$ cat src/rtl/useq_pkg.sv
// Shared types and constants for the hardwired microsequencer.
// Holds the state encoding, ALU codes, register indices and ISA fields.
package useq_pkg;

   localparam int DATAWIDTH_MIR_DIRECTION = 6;
   localparam int DATAWIDTH_ALU_SELECTION = 4;
   localparam int DATAWIDTH_DECODEROP     = 8;

   typedef enum logic [2:0] {
      ST_FETCH,
      ST_DECODE,
      ST_EXEC,
      ST_ADDR,
      ST_MEMW,
      ST_BRANCH,
      ST_PCINC,
      ST_FAULT
   } state_t;

   localparam logic [3:0] ALU_ADD    = 4'h0;
   localparam logic [3:0] ALU_AND    = 4'h1;
   localparam logic [3:0] ALU_OR     = 4'h2;
   localparam logic [3:0] ALU_ADDCC  = 4'h3;
   localparam logic [3:0] ALU_ANDCC  = 4'h4;
   localparam logic [3:0] ALU_ORCC   = 4'h5;
   localparam logic [3:0] ALU_ADDD22 = 4'hA;
   localparam logic [3:0] ALU_INC4   = 4'hB;

   localparam logic [5:0] REG_R0   = 6'd0;
   localparam logic [5:0] REG_TEMP = 6'd13;
   localparam logic [5:0] REG_IR   = 6'd14;
   localparam logic [5:0] REG_PC   = 6'd15;

   localparam logic [1:0] OP_BRANCH = 2'b00;
   localparam logic [1:0] OP_ARITH  = 2'b10;
   localparam logic [1:0] OP_MEM    = 2'b11;

   localparam logic [5:0] OP3_ADD   = 6'b000000;
   localparam logic [5:0] OP3_AND   = 6'b000001;
   localparam logic [5:0] OP3_OR    = 6'b000010;
   localparam logic [5:0] OP3_ADDCC = 6'b010000;
   localparam logic [5:0] OP3_ANDCC = 6'b010001;
   localparam logic [5:0] OP3_ORCC  = 6'b010010;
   localparam logic [5:0] OP3_LD    = 6'b000000;
   localparam logic [5:0] OP3_ST    = 6'b000100;

   localparam logic [3:0] COND_A  = 4'b1000;
   localparam logic [3:0] COND_E  = 4'b0001;
   localparam logic [3:0] COND_NE = 4'b1001;
   localparam logic [3:0] COND_L  = 4'b0011;
   localparam logic [3:0] COND_GE = 4'b1011;
   localparam logic [3:0] COND_CS = 4'b0101;
   localparam logic [3:0] COND_CC = 4'b1101;

   function automatic logic is_arith_op3(input logic [5:0] op3);
      return op3 inside {OP3_ADD, OP3_AND, OP3_OR, OP3_ADDCC, OP3_ANDCC, OP3_ORCC};
   endfunction

   function automatic logic [3:0] alu_code(input logic [5:0] op3);
      case (op3)
         OP3_AND:   return ALU_AND;
         OP3_OR:    return ALU_OR;
         OP3_ADDCC: return ALU_ADDCC;
         OP3_ANDCC: return ALU_ANDCC;
         OP3_ORCC:  return ALU_ORCC;
         default:   return ALU_ADD;
      endcase
   endfunction

endpackage

$ cat src/rtl/useq_if.sv
// Sequencer <-> datapath/memory signal bundle.
// master = sequencer side, slave = datapath and memory side.
interface useq_if import useq_pkg::*; ();

   logic [DATAWIDTH_DECODEROP-1:0]     USEQ_DecodeOP_InBus;
   logic                               USEQ_IR13_In;
   logic [4:0]                         USEQ_IRrd_InBus;
   logic                               USEQ_FlagN_In;
   logic                               USEQ_FlagZ_In;
   logic                               USEQ_FlagV_In;
   logic                               USEQ_FlagC_In;
   logic                               USEQ_MemAck_In;
   logic [DATAWIDTH_MIR_DIRECTION-1:0] USEQ_DirA_OutBus;
   logic [DATAWIDTH_MIR_DIRECTION-1:0] USEQ_DirB_OutBus;
   logic [DATAWIDTH_MIR_DIRECTION-1:0] USEQ_DirC_OutBus;
   logic                               USEQ_SelectA_Out;
   logic                               USEQ_SelectB_Out;
   logic                               USEQ_SelectC_Out;
   logic [DATAWIDTH_ALU_SELECTION-1:0] USEQ_ALUOperation_OutBus;
   logic                               USEQ_RD_Out;
   logic                               USEQ_MemReq_Out;
   logic                               USEQ_MemWrite_Out;
   logic [3:0]                         USEQ_PSR_OutBus;
   logic                               USEQ_Fault_Out;
   logic                               USEQ_Illegal_Out;

   modport master (
      input  USEQ_DecodeOP_InBus, USEQ_IR13_In, USEQ_IRrd_InBus,
             USEQ_FlagN_In, USEQ_FlagZ_In, USEQ_FlagV_In, USEQ_FlagC_In, USEQ_MemAck_In,
      output USEQ_DirA_OutBus, USEQ_DirB_OutBus, USEQ_DirC_OutBus,
             USEQ_SelectA_Out, USEQ_SelectB_Out, USEQ_SelectC_Out,
             USEQ_ALUOperation_OutBus, USEQ_RD_Out, USEQ_MemReq_Out, USEQ_MemWrite_Out,
             USEQ_PSR_OutBus, USEQ_Fault_Out, USEQ_Illegal_Out
   );

   modport slave (
      output USEQ_DecodeOP_InBus, USEQ_IR13_In, USEQ_IRrd_InBus,
             USEQ_FlagN_In, USEQ_FlagZ_In, USEQ_FlagV_In, USEQ_FlagC_In, USEQ_MemAck_In,
      input  USEQ_DirA_OutBus, USEQ_DirB_OutBus, USEQ_DirC_OutBus,
             USEQ_SelectA_Out, USEQ_SelectB_Out, USEQ_SelectC_Out,
             USEQ_ALUOperation_OutBus, USEQ_RD_Out, USEQ_MemReq_Out, USEQ_MemWrite_Out,
             USEQ_PSR_OutBus, USEQ_Fault_Out, USEQ_Illegal_Out
   );

endinterface

$ cat src/rtl/useq_cond_eval.sv
// Branch-condition evaluator: SPARC icc condition against PSR {N,Z,V,C}.
module useq_cond_eval import useq_pkg::*; (
   input  logic [3:0] i_cond,
   input  logic [3:0] i_psr,
   output logic       o_taken
);

   logic w_n, w_z, w_v, w_c;
   assign {w_n, w_z, w_v, w_c} = i_psr;

   always_comb begin
      // NOTE: every always_comb output gets a default first so no path can infer a latch.
      o_taken = 1'b0;
      case (i_cond)
         COND_A:  o_taken = 1'b1;
         COND_E:  o_taken = w_z;
         COND_NE: o_taken = ~w_z;
         COND_L:  o_taken = w_n ^ w_v;
         COND_GE: o_taken = ~(w_n ^ w_v);
         COND_CS: o_taken = w_c;
         COND_CC: o_taken = ~w_c;
         default: o_taken = 1'b0;
      endcase
   end

endmodule

$ cat src/rtl/useq_controller.sv
// Hardwired fetch/decode/execute microsequencer with PSR flags and a
// memory-acknowledge watchdog that parks the machine in a terminal fault.
module useq_controller import useq_pkg::*; #(
   parameter int MEM_TIMEOUT = 16
) (
   input  logic     USEQ_CLOCK_50,
   input  logic     USEQ_RESET_InLow,
   useq_if.master   bus
);

   state_t     r_state;
   logic [3:0] r_psr;
   logic [7:0] r_wdog;
   logic       r_fault;
   logic       r_illegal;

   logic [1:0] w_op;
   logic [5:0] w_op3;
   logic       w_store;
   logic       w_taken;
   logic       w_req;
   logic       w_ack;

   assign w_op    = bus.USEQ_DecodeOP_InBus[7:6];
   assign w_op3   = bus.USEQ_DecodeOP_InBus[5:0];
   assign w_store = (w_op3 == OP3_ST);

   // Request is gated by reset so an access in flight drops the instant reset asserts.
   assign w_req = ((r_state == ST_FETCH) || (r_state == ST_MEMW)) && USEQ_RESET_InLow;
   assign w_ack = w_req && bus.USEQ_MemAck_In;

   useq_cond_eval u_cond_eval (
      .i_cond  (bus.USEQ_DecodeOP_InBus[4:1]),
      .i_psr   (r_psr),
      .o_taken (w_taken)
   );

   always_ff @(posedge USEQ_CLOCK_50 or negedge USEQ_RESET_InLow) begin
      if (!USEQ_RESET_InLow) begin
         r_state   <= ST_FETCH;
         r_psr     <= 4'b0000;
         r_wdog    <= 8'd0;
         r_fault   <= 1'b0;
         r_illegal <= 1'b0;
      end else begin
         // NOTE: sequential state uses non-blocking assignments so every register samples pre-edge values.
         r_illegal <= 1'b0;
         case (r_state)
            ST_FETCH, ST_MEMW: begin
               if (w_ack) begin
                  r_wdog  <= 8'd0;
                  r_state <= (r_state == ST_FETCH) ? ST_DECODE : ST_PCINC;
               end else if (r_wdog == 8'(MEM_TIMEOUT - 1)) begin
                  r_wdog  <= 8'd0;
                  r_fault <= 1'b1;
                  r_state <= ST_FAULT;
               end else begin
                  r_wdog <= r_wdog + 8'd1;
               end
            end
            ST_DECODE: begin
               if (w_op == OP_ARITH && is_arith_op3(w_op3))
                  r_state <= ST_EXEC;
               else if (w_op == OP_MEM && (w_op3 == OP3_LD || w_op3 == OP3_ST))
                  r_state <= ST_ADDR;
               else if (w_op == OP_BRANCH)
                  r_state <= ST_BRANCH;
               else begin
                  r_illegal <= 1'b1;
                  r_state   <= ST_PCINC;
               end
            end
            ST_EXEC: begin
               if (w_op3[4])
                  r_psr <= {bus.USEQ_FlagN_In, bus.USEQ_FlagZ_In, bus.USEQ_FlagV_In, bus.USEQ_FlagC_In};
               r_state <= ST_PCINC;
            end
            ST_ADDR:   r_state <= ST_MEMW;
            ST_BRANCH: r_state <= w_taken ? ST_FETCH : ST_PCINC;
            ST_PCINC:  r_state <= ST_FETCH;
            default:   r_state <= ST_FAULT;
         endcase
      end
   end

   always_comb begin
      bus.USEQ_DirA_OutBus         = REG_R0;
      bus.USEQ_DirB_OutBus         = REG_R0;
      bus.USEQ_DirC_OutBus         = REG_R0;
      bus.USEQ_SelectA_Out         = 1'b0;
      bus.USEQ_SelectB_Out         = 1'b0;
      bus.USEQ_SelectC_Out         = 1'b0;
      bus.USEQ_ALUOperation_OutBus = ALU_ADD;
      bus.USEQ_RD_Out              = 1'b0;
      bus.USEQ_MemReq_Out          = 1'b0;
      bus.USEQ_MemWrite_Out        = 1'b0;
      case (r_state)
         ST_FETCH: begin
            bus.USEQ_DirA_OutBus = REG_PC;
            bus.USEQ_SelectA_Out = 1'b1;
            bus.USEQ_MemReq_Out  = w_req;
            if (w_ack) begin
               bus.USEQ_RD_Out      = 1'b1;
               bus.USEQ_DirC_OutBus = REG_IR;
               bus.USEQ_SelectC_Out = 1'b1;
            end
         end
         ST_EXEC: bus.USEQ_ALUOperation_OutBus = alu_code(w_op3);
         ST_ADDR: begin
            bus.USEQ_DirC_OutBus = REG_TEMP;
            bus.USEQ_SelectC_Out = 1'b1;
         end
         ST_MEMW: begin
            bus.USEQ_DirA_OutBus = REG_TEMP;
            bus.USEQ_SelectA_Out = 1'b1;
            bus.USEQ_MemReq_Out  = w_req;
            if (w_store) begin
               bus.USEQ_MemWrite_Out = w_req;
               bus.USEQ_DirB_OutBus  = {1'b0, bus.USEQ_IRrd_InBus};
               bus.USEQ_SelectB_Out  = 1'b1;
            end else if (w_ack) begin
               bus.USEQ_RD_Out = 1'b1;
            end
         end
         ST_BRANCH: begin
            if (w_taken) begin
               bus.USEQ_DirA_OutBus         = REG_PC;
               bus.USEQ_SelectA_Out         = 1'b1;
               bus.USEQ_ALUOperation_OutBus = ALU_ADDD22;
               bus.USEQ_DirC_OutBus         = REG_PC;
               bus.USEQ_SelectC_Out         = 1'b1;
            end
         end
         ST_PCINC: begin
            bus.USEQ_DirA_OutBus         = REG_PC;
            bus.USEQ_SelectA_Out         = 1'b1;
            bus.USEQ_ALUOperation_OutBus = ALU_INC4;
            bus.USEQ_DirC_OutBus         = REG_PC;
            bus.USEQ_SelectC_Out         = 1'b1;
         end
         default: ;
      endcase
   end

   assign bus.USEQ_PSR_OutBus  = r_psr;
   assign bus.USEQ_Fault_Out   = r_fault;
   assign bus.USEQ_Illegal_Out = r_illegal;

endmodule

$ cat src/flat_wrapper.sv
// flat-port wrapper written by rule: the top's interface ports become plain ports
module useq_controller_flat import useq_pkg::*;
#(
   parameter int MEM_TIMEOUT = 16
)
  (USEQ_CLOCK_50, USEQ_RESET_InLow, bus_USEQ_DecodeOP_InBus, bus_USEQ_IR13_In, bus_USEQ_IRrd_InBus, bus_USEQ_FlagN_In, bus_USEQ_FlagZ_In, bus_USEQ_FlagV_In, bus_USEQ_FlagC_In, bus_USEQ_MemAck_In, bus_USEQ_DirA_OutBus, bus_USEQ_DirB_OutBus, bus_USEQ_DirC_OutBus, bus_USEQ_SelectA_Out, bus_USEQ_SelectB_Out, bus_USEQ_SelectC_Out, bus_USEQ_ALUOperation_OutBus, bus_USEQ_RD_Out, bus_USEQ_MemReq_Out, bus_USEQ_MemWrite_Out, bus_USEQ_PSR_OutBus, bus_USEQ_Fault_Out, bus_USEQ_Illegal_Out);
  useq_if bus_i ();
  input  logic USEQ_CLOCK_50;
  input  logic USEQ_RESET_InLow;
  input wire logic [$bits(bus_i.USEQ_DecodeOP_InBus)-1:0] bus_USEQ_DecodeOP_InBus;
  input wire logic [$bits(bus_i.USEQ_IR13_In)-1:0] bus_USEQ_IR13_In;
  input wire logic [$bits(bus_i.USEQ_IRrd_InBus)-1:0] bus_USEQ_IRrd_InBus;
  input wire logic [$bits(bus_i.USEQ_FlagN_In)-1:0] bus_USEQ_FlagN_In;
  input wire logic [$bits(bus_i.USEQ_FlagZ_In)-1:0] bus_USEQ_FlagZ_In;
  input wire logic [$bits(bus_i.USEQ_FlagV_In)-1:0] bus_USEQ_FlagV_In;
  input wire logic [$bits(bus_i.USEQ_FlagC_In)-1:0] bus_USEQ_FlagC_In;
  input wire logic [$bits(bus_i.USEQ_MemAck_In)-1:0] bus_USEQ_MemAck_In;
  output wire logic [$bits(bus_i.USEQ_DirA_OutBus)-1:0] bus_USEQ_DirA_OutBus;
  output wire logic [$bits(bus_i.USEQ_DirB_OutBus)-1:0] bus_USEQ_DirB_OutBus;
  output wire logic [$bits(bus_i.USEQ_DirC_OutBus)-1:0] bus_USEQ_DirC_OutBus;
  output wire logic [$bits(bus_i.USEQ_SelectA_Out)-1:0] bus_USEQ_SelectA_Out;
  output wire logic [$bits(bus_i.USEQ_SelectB_Out)-1:0] bus_USEQ_SelectB_Out;
  output wire logic [$bits(bus_i.USEQ_SelectC_Out)-1:0] bus_USEQ_SelectC_Out;
  output wire logic [$bits(bus_i.USEQ_ALUOperation_OutBus)-1:0] bus_USEQ_ALUOperation_OutBus;
  output wire logic [$bits(bus_i.USEQ_RD_Out)-1:0] bus_USEQ_RD_Out;
  output wire logic [$bits(bus_i.USEQ_MemReq_Out)-1:0] bus_USEQ_MemReq_Out;
  output wire logic [$bits(bus_i.USEQ_MemWrite_Out)-1:0] bus_USEQ_MemWrite_Out;
  output wire logic [$bits(bus_i.USEQ_PSR_OutBus)-1:0] bus_USEQ_PSR_OutBus;
  output wire logic [$bits(bus_i.USEQ_Fault_Out)-1:0] bus_USEQ_Fault_Out;
  output wire logic [$bits(bus_i.USEQ_Illegal_Out)-1:0] bus_USEQ_Illegal_Out;
  assign bus_i.USEQ_DecodeOP_InBus = bus_USEQ_DecodeOP_InBus;
  assign bus_i.USEQ_IR13_In = bus_USEQ_IR13_In;
  assign bus_i.USEQ_IRrd_InBus = bus_USEQ_IRrd_InBus;
  assign bus_i.USEQ_FlagN_In = bus_USEQ_FlagN_In;
  assign bus_i.USEQ_FlagZ_In = bus_USEQ_FlagZ_In;
  assign bus_i.USEQ_FlagV_In = bus_USEQ_FlagV_In;
  assign bus_i.USEQ_FlagC_In = bus_USEQ_FlagC_In;
  assign bus_i.USEQ_MemAck_In = bus_USEQ_MemAck_In;
  assign bus_USEQ_DirA_OutBus = bus_i.USEQ_DirA_OutBus;
  assign bus_USEQ_DirB_OutBus = bus_i.USEQ_DirB_OutBus;
  assign bus_USEQ_DirC_OutBus = bus_i.USEQ_DirC_OutBus;
  assign bus_USEQ_SelectA_Out = bus_i.USEQ_SelectA_Out;
  assign bus_USEQ_SelectB_Out = bus_i.USEQ_SelectB_Out;
  assign bus_USEQ_SelectC_Out = bus_i.USEQ_SelectC_Out;
  assign bus_USEQ_ALUOperation_OutBus = bus_i.USEQ_ALUOperation_OutBus;
  assign bus_USEQ_RD_Out = bus_i.USEQ_RD_Out;
  assign bus_USEQ_MemReq_Out = bus_i.USEQ_MemReq_Out;
  assign bus_USEQ_MemWrite_Out = bus_i.USEQ_MemWrite_Out;
  assign bus_USEQ_PSR_OutBus = bus_i.USEQ_PSR_OutBus;
  assign bus_USEQ_Fault_Out = bus_i.USEQ_Fault_Out;
  assign bus_USEQ_Illegal_Out = bus_i.USEQ_Illegal_Out;
  useq_controller #(.MEM_TIMEOUT(MEM_TIMEOUT)) u_core (.USEQ_CLOCK_50(USEQ_CLOCK_50), .USEQ_RESET_InLow(USEQ_RESET_InLow), .bus(bus_i));
endmodule
$ cat config.mk
export PLATFORM = sky130hd
export DESIGN_NAME = useq_controller_flat
export DESIGN_NICKNAME = d
export VERILOG_FILES = /design/src/rtl/useq_pkg.sv /design/src/rtl/useq_if.sv /design/src/rtl/useq_cond_eval.sv /design/src/rtl/useq_controller.sv /design/src/flat_wrapper.sv
export SDC_FILE = /design/constraint.sdc
export NUM_CORES = 1
export LEC_CHECK = 0
export ABC_AREA = 1
export CELL_PAD_IN_SITES_DETAIL_PLACEMENT = 0
export CELL_PAD_IN_SITES_GLOBAL_PLACEMENT = 1
export CORE_UTILIZATION = 32
export CTS_CLUSTER_SIZE = 30
export DETAILED_ROUTE_END_ITERATION = 8
export GPL_TIMING_DRIVEN = 0
export HOLD_SLACK_MARGIN = 0.02
export PLACE_DENSITY_LB_ADDON = 0.1
export SYNTH_ARGS = -nofsm -noshare
export SYNTH_HDL_FRONTEND = slang
export SYNTH_SLANG_ARGS = --single-unit
$ cat constraint.sdc
create_clock -name USEQ_CLOCK_50 -period 3.41 [get_ports USEQ_CLOCK_50]
set_clock_uncertainty 0.05 [all_clocks]
set_input_delay 0.682 -clock USEQ_CLOCK_50 [delete_from_list [all_inputs] [get_ports USEQ_CLOCK_50]]
set_output_delay 0.682 -clock USEQ_CLOCK_50 [all_outputs]
set_load 0.1 [all_outputs]
After elaboration in Yosys (flattened, before gate mapping). Cells that the tools add are included.

Add/sub/neg operators: 1. Multiply operators: 0. Divide/modulo/power cells: 0. Magnitude comparators: 0. Equal/unequal tests: 23. Shift operators: 0. Mux-type cells: 35. Bitwise gates (word level): 5. Reduce and logical (&&, ||, !) cells: 16.

Operators with widths (number): 6-bit case mux with 4 select lines (1); 6-bit by 5-bit == test with 1-bit output (second input constant) (3); 3-bit 2-to-1 mux (6); 3-bit case mux with 6 select lines (1); 6-bit case mux with 3 select lines (1); 4-bit == test (second input constant) (4); 8-bit 2-to-1 mux (2); 3-bit case mux with 5 select lines (1); 1-bit 2-to-1 mux (12); 4-bit 2-to-1 mux (3); 4-bit case mux with 3 select lines (1); 3-bit == test (second input constant) (3); 8-bit by 1-bit adder with 8-bit output (second input constant) (1); 8-bit by 4-bit == test with 1-bit output (second input constant) (1); 1-bit case mux with 7 select lines (1); 3-bit by 2-bit == test with 1-bit output (second input constant) (2); 6-bit by 1-bit == test with 1-bit output (second input constant) (1); 6-bit by 2-bit == test with 1-bit output (second input constant) (1); 6-bit by 3-bit == test with 1-bit output (second input constant) (1); 6-bit zero test (1); 6-bit 2-to-1 mux (1); 6-bit nonzero test (1); 2-bit OR reduction (3); 5-bit 2-to-1 mux (1); other kinds (18) (27).

Register bits: 17. Latch bits: 0. Memory bits (writable): 0. ROM bits: 0. Input port bits: 21. Memories kept: 0.

Longest topological paths before layout.
Depth after elaboration: 7. Depth in mapped cells: 14.

Modules after synthesis. A second synthesis with hierarchy kept.

Cells, all modules: 203. Area, all modules: 1343.8 um^2.

Modules (own cells, without submodules): useq_controller (instances 1, cells each 177, area each 1233.7 um^2); useq_cond_eval (instances 1, cells each 26, area each 110.1 um^2).

Worst setup path after synthesis. No wires, ideal clock.

Kind: register -> output. Start: register u_core.r_psr[3] (netlist: u_core.bus.USEQ_PSR_OutBus[3]). End: output bus_USEQ_DirA_OutBus[2]. Data arrival time: 3.583 ns. Data required time: 2.678 ns. Slack: -0.905 ns. Cell stages (with the launch flop): 12. Path through: dfrtp_1 -> inv_1 -> nand2_1 -> nand2_1 -> inv_1 -> nand2_1 -> nand2_1 -> nor2_2 -> nand2_2 -> nand2_4 -> a21oi_1 -> buf_4.

Longest elaborated chain between the ends: 5.

Ends and longest elaborated chain: start: declaration (RTL line useq_controller.sv:12) `logic [3:0] r_psr;`; start signal: assignment (RTL line useq_controller.sv:75) `r_psr <= {bus.USEQ_FlagN_In, bus.USEQ_FlagZ_In, bus.USEQ_FlagV_In, bus.USEQ_FlagC_In};`; 1-bit XOR * (RTL line useq_cond_eval.sv:18, useq_cond_eval.sv:19); 1-bit inverter (RTL line useq_cond_eval.sv:19) `COND_GE: o_taken = ~(w_n ^ w_v);`; 1-bit case mux with 7 select lines * (RTL line useq_cond_eval.sv:14) `case (i_cond)`; 4-bit 2-to-1 mux * (RTL line useq_controller.sv:126) `if (w_taken) begin`; 6-bit case mux with 3 select lines * (RTL line useq_controller.sv:97) `case (r_state)`; end: declaration (RTL line flat_wrapper.sv:18) `output wire logic [$bits(bus_i.USEQ_DirA_OutBus)-1:0] bus_USEQ_DirA_OutBus;`.

Mark *: on every way between the ends. The rest lies on a longest branch, timed or not.

Worst setup path in the final report.
Start: input bus_USEQ_DecodeOP_InBus[5]. End: output bus_USEQ_MemWrite_Out.

Longest elaborated chain between the ends: 3.

Ends and longest elaborated chain: start: declaration (RTL line flat_wrapper.sv:10) `input wire logic [$bits(bus_i.USEQ_DecodeOP_InBus)-1:0] bus_USEQ_DecodeOP_InBus;`; 6-bit by 3-bit == test with 1-bit output (RTL line useq_controller.sv:26) `assign w_store = (w_op3 == OP3_ST);`; 1-bit 2-to-1 mux (RTL line useq_controller.sv:117) `if (w_store) begin`; 1-bit 2-to-1 mux (RTL line useq_controller.sv:97); end: declaration (RTL line flat_wrapper.sv:27) `output wire logic [$bits(bus_i.USEQ_MemWrite_Out)-1:0] bus_USEQ_MemWrite_Out;`.

Every way passes these cells.

==> impl_results.md <==
- Status: finished, final reports clean
- Rows: 23
- Chip Width: 69.0 µm
- DP Wirelength: 2770 µm
- Gp weighted congestion: 0.762
- Total CTS buffers: 3
- CP cell instances: clkdlybuf4s50_1, nor2_4, nand2_1, nor3_1, and3_1, clkdlybuf4s15_2
- Post-synth EDFFs: 0
- Delay-heaviest family, CP: buffers and inverters
- M1 GR Usage: 0.219
- Core box area: 4140 µm²
- Routed Wire Length: 3390 µm
- DR pass1 iterations: 5
- Crit path launch type: primary input
- WP buf/inv: 2
- Seq/Total Area, Yosys: 0.296
- Postcts setup bufs: 0
- R2r setup slk: 1830 ps
- Worst R2R End: u_core.r_wdog[5]
- Largest stage delay, worst path: 550 ps
- Fin. max-slew vios: 0
- Post-DRT Antenna Nets: 0
- CTS tree: built
- Worst EP required: 2680 ps
- Number of distinct library cells after synthesis: 33
- Share of cells above drive strength 1: 0.201
- RSZ-0062 raised after global routing: no
- Starting Density: 0.347
- Initial antenna violation count: 0
- GRT Total Usage: 0.158
- IO Port Bufs: 47
- Min-delay worst type: primary input to asynchronous set/reset pin
- Yosys top cell by area: dfrtp_1
- Syn Area/Cell: 6.44 µm²
- Crit-path max FO: 4
- CTS sink cnt: 17
- Worst-path clk slew: 60 ps
- Data arrival, critical path: 2540 ps
- Top cell type's share of synthesized area: 0.296
- Clock tree root driver cell: clkbuf_8
- Cell count after synthesis: 223
- Routed WL per cell: 10.3 µm
- Slew HR: 0.349
- Htree depth: 1
- FFs w/ async S/R, synth: 1.00
- Die height: 69.0 µm
- First-pass GRT wire length: 5540 µm
- CTS Hold Bufs: 0
- Grt total ovfl: 0
- Max Cap Viol: 0
- CP endpoint kind: output port
- Ant. Diodes: 0
- Most Used Layer, Global Route: met2
- Fin Hold WS: 413 ps
- Worst-Margin Slew: 974 ps
- NumNets Final: 302
- Post-CTS resize count: 83
- Crit path kind: primary input to output port
- Via Count: 1469
- Final setup violation count: 0
- Commonest cells post-synth: inv_1, nand2_1, nor2_1
- CP max-delay cell: clkdlybuf4s15_2
- Fin cells: 328
- Met2 usage: 0.245
- R2R depth: 8
- DP Cell Count: 324
- Final Cycle Share: 0.959
- Reg2reg start: u_core.r_state[1]
- Clock buffer depth: 2
- Syn-to-layout area delta: 38.8%
- Largest net degree at the start of global routing: 19
- Synthesized flop and latch total: 17
- Area contributors post-synth: dfrtp_1, inv_1, nand2_1, nor2_1, nand3_1
- Via-to-Cell Ratio: 4.48
- DRT iter0 DRCs: 83
- I/O pin cnt: 55
- Number of global-route vias before repair: 1299
- Mapped cell area: 1440 µm²
- Die area: 4760 µm²
- Hold Vio Cnt, Final: 0
- Dominant synthesized flop cell: dfrtp_1
- Met3 GRT Util: 0.0148
- Drt drc: 0
- Minimum clock period: 3270 ps
- Clk Latency, worst-skew pair: 250 ps
- Achievable frequency: 0.306 GHz
- Syn. warnings: 0
per-layer routing:
metal	up-vias	routed length, µm
met2	32	1520
met3	6	127
met5	-	0
li1	800	-
met4	0	69
met1	631	1670
flip-flops by register name, summed over array words and instances, names as in the netlist:
signal / flops
u_core.bus.USEQ_PSR_OutBus: 4
u_core.r_state: 3
u_core.bus.USEQ_Fault_Out: 1
u_core.r_wdog: 8
u_core.bus.USEQ_Illegal_Out: 1
worst register-to-register path, delay by kind of cell, from the launching register on:
kind / cells / cell delay, ps
AO/OA/AOI/OAI: 1 / 100
buffers and inverters: 1 / 100
flip-flops: 1 / 480
AND/OR/NAND/NOR: 6 / 720
cell families (layout without fill, tap and decap cells):
logic type               count (synthesis)  after routing  share of synthesized area
AO/OA/AOI/OAI                           30             30                      0.120
XOR/XNOR                                 2              2                     0.0122
adder cells (fa/ha/maj)                  2              2                     0.0226
buffers and inverters                   55            106                      0.171
flip-flops                              17             17                      0.296
other                                    1              5                    0.00261
AND/OR/NAND/NOR                        116            116                      0.375
metrics by stage:
step	worst slack (ps)	cell area (µm²)	utilization	TNS (ps)
after floorplan	-324	1470	-	-1410
after global placement	-971	2000	0.482	-13930
after detailed placement	-994	2000	0.482	-14050
after CTS	0.249	2020	0.486	0
after global routing	3.21	1990	0.481	0
final	140	1990	0.481	0
final cells by class:
type	count	area, µm²
multi-input combinational	155	795
timing repair buffer	47	422
sequential	17	425
fill	458	2150
clock buffer	4	45.0
buffer	11	80.1
inverter	44	165
tap	50	62.6
cell usage in the layout, fill, tap and decap left out, drive strengths merged:
cell type and n:
o21ai 10, o22a 1, nor2 40, clkbuf 19
buf 16, a21boi 2, xor2 2, nand2 45
a41oi 1, clkdlybuf4s50 23, and3 2, ha 1
nand4 2, conb 5, dfrtp 17, a31oi 1
dlygate4sd2 1, nor3 5, clkinv 1, nand3 22
o21bai 2, a21oi 10, fa 1, o22ai 3
inv 43, clkdlybuf4s15 3
worst max-delay path by stage:
stage                                         end  cells past startpoint  slack [ps]                     startpoint
final                       bus_USEQ_MemWrite_Out                      6         140     bus_USEQ_DecodeOP_InBus[5]
after detailed placement  bus_USEQ_DirC_OutBus[3]                      9        -990               USEQ_RESET_InLow
after floorplan           bus_USEQ_DirA_OutBus[1]                     10        -320  u_core.bus.USEQ_PSR_OutBus[3]
after CTS                 bus_USEQ_DirC_OutBus[2]                     14         0.2     bus_USEQ_DecodeOP_InBus[1]
after global placement    bus_USEQ_DirC_OutBus[3]                      9        -970               USEQ_RESET_InLow
after global routing         bus_USEQ_SelectB_Out                      7           3     bus_USEQ_DecodeOP_InBus[1]
Power is left out: the tool's default activity adds up to more than one toggle a clock period on the data nets, which glitch-free logic cannot reach.
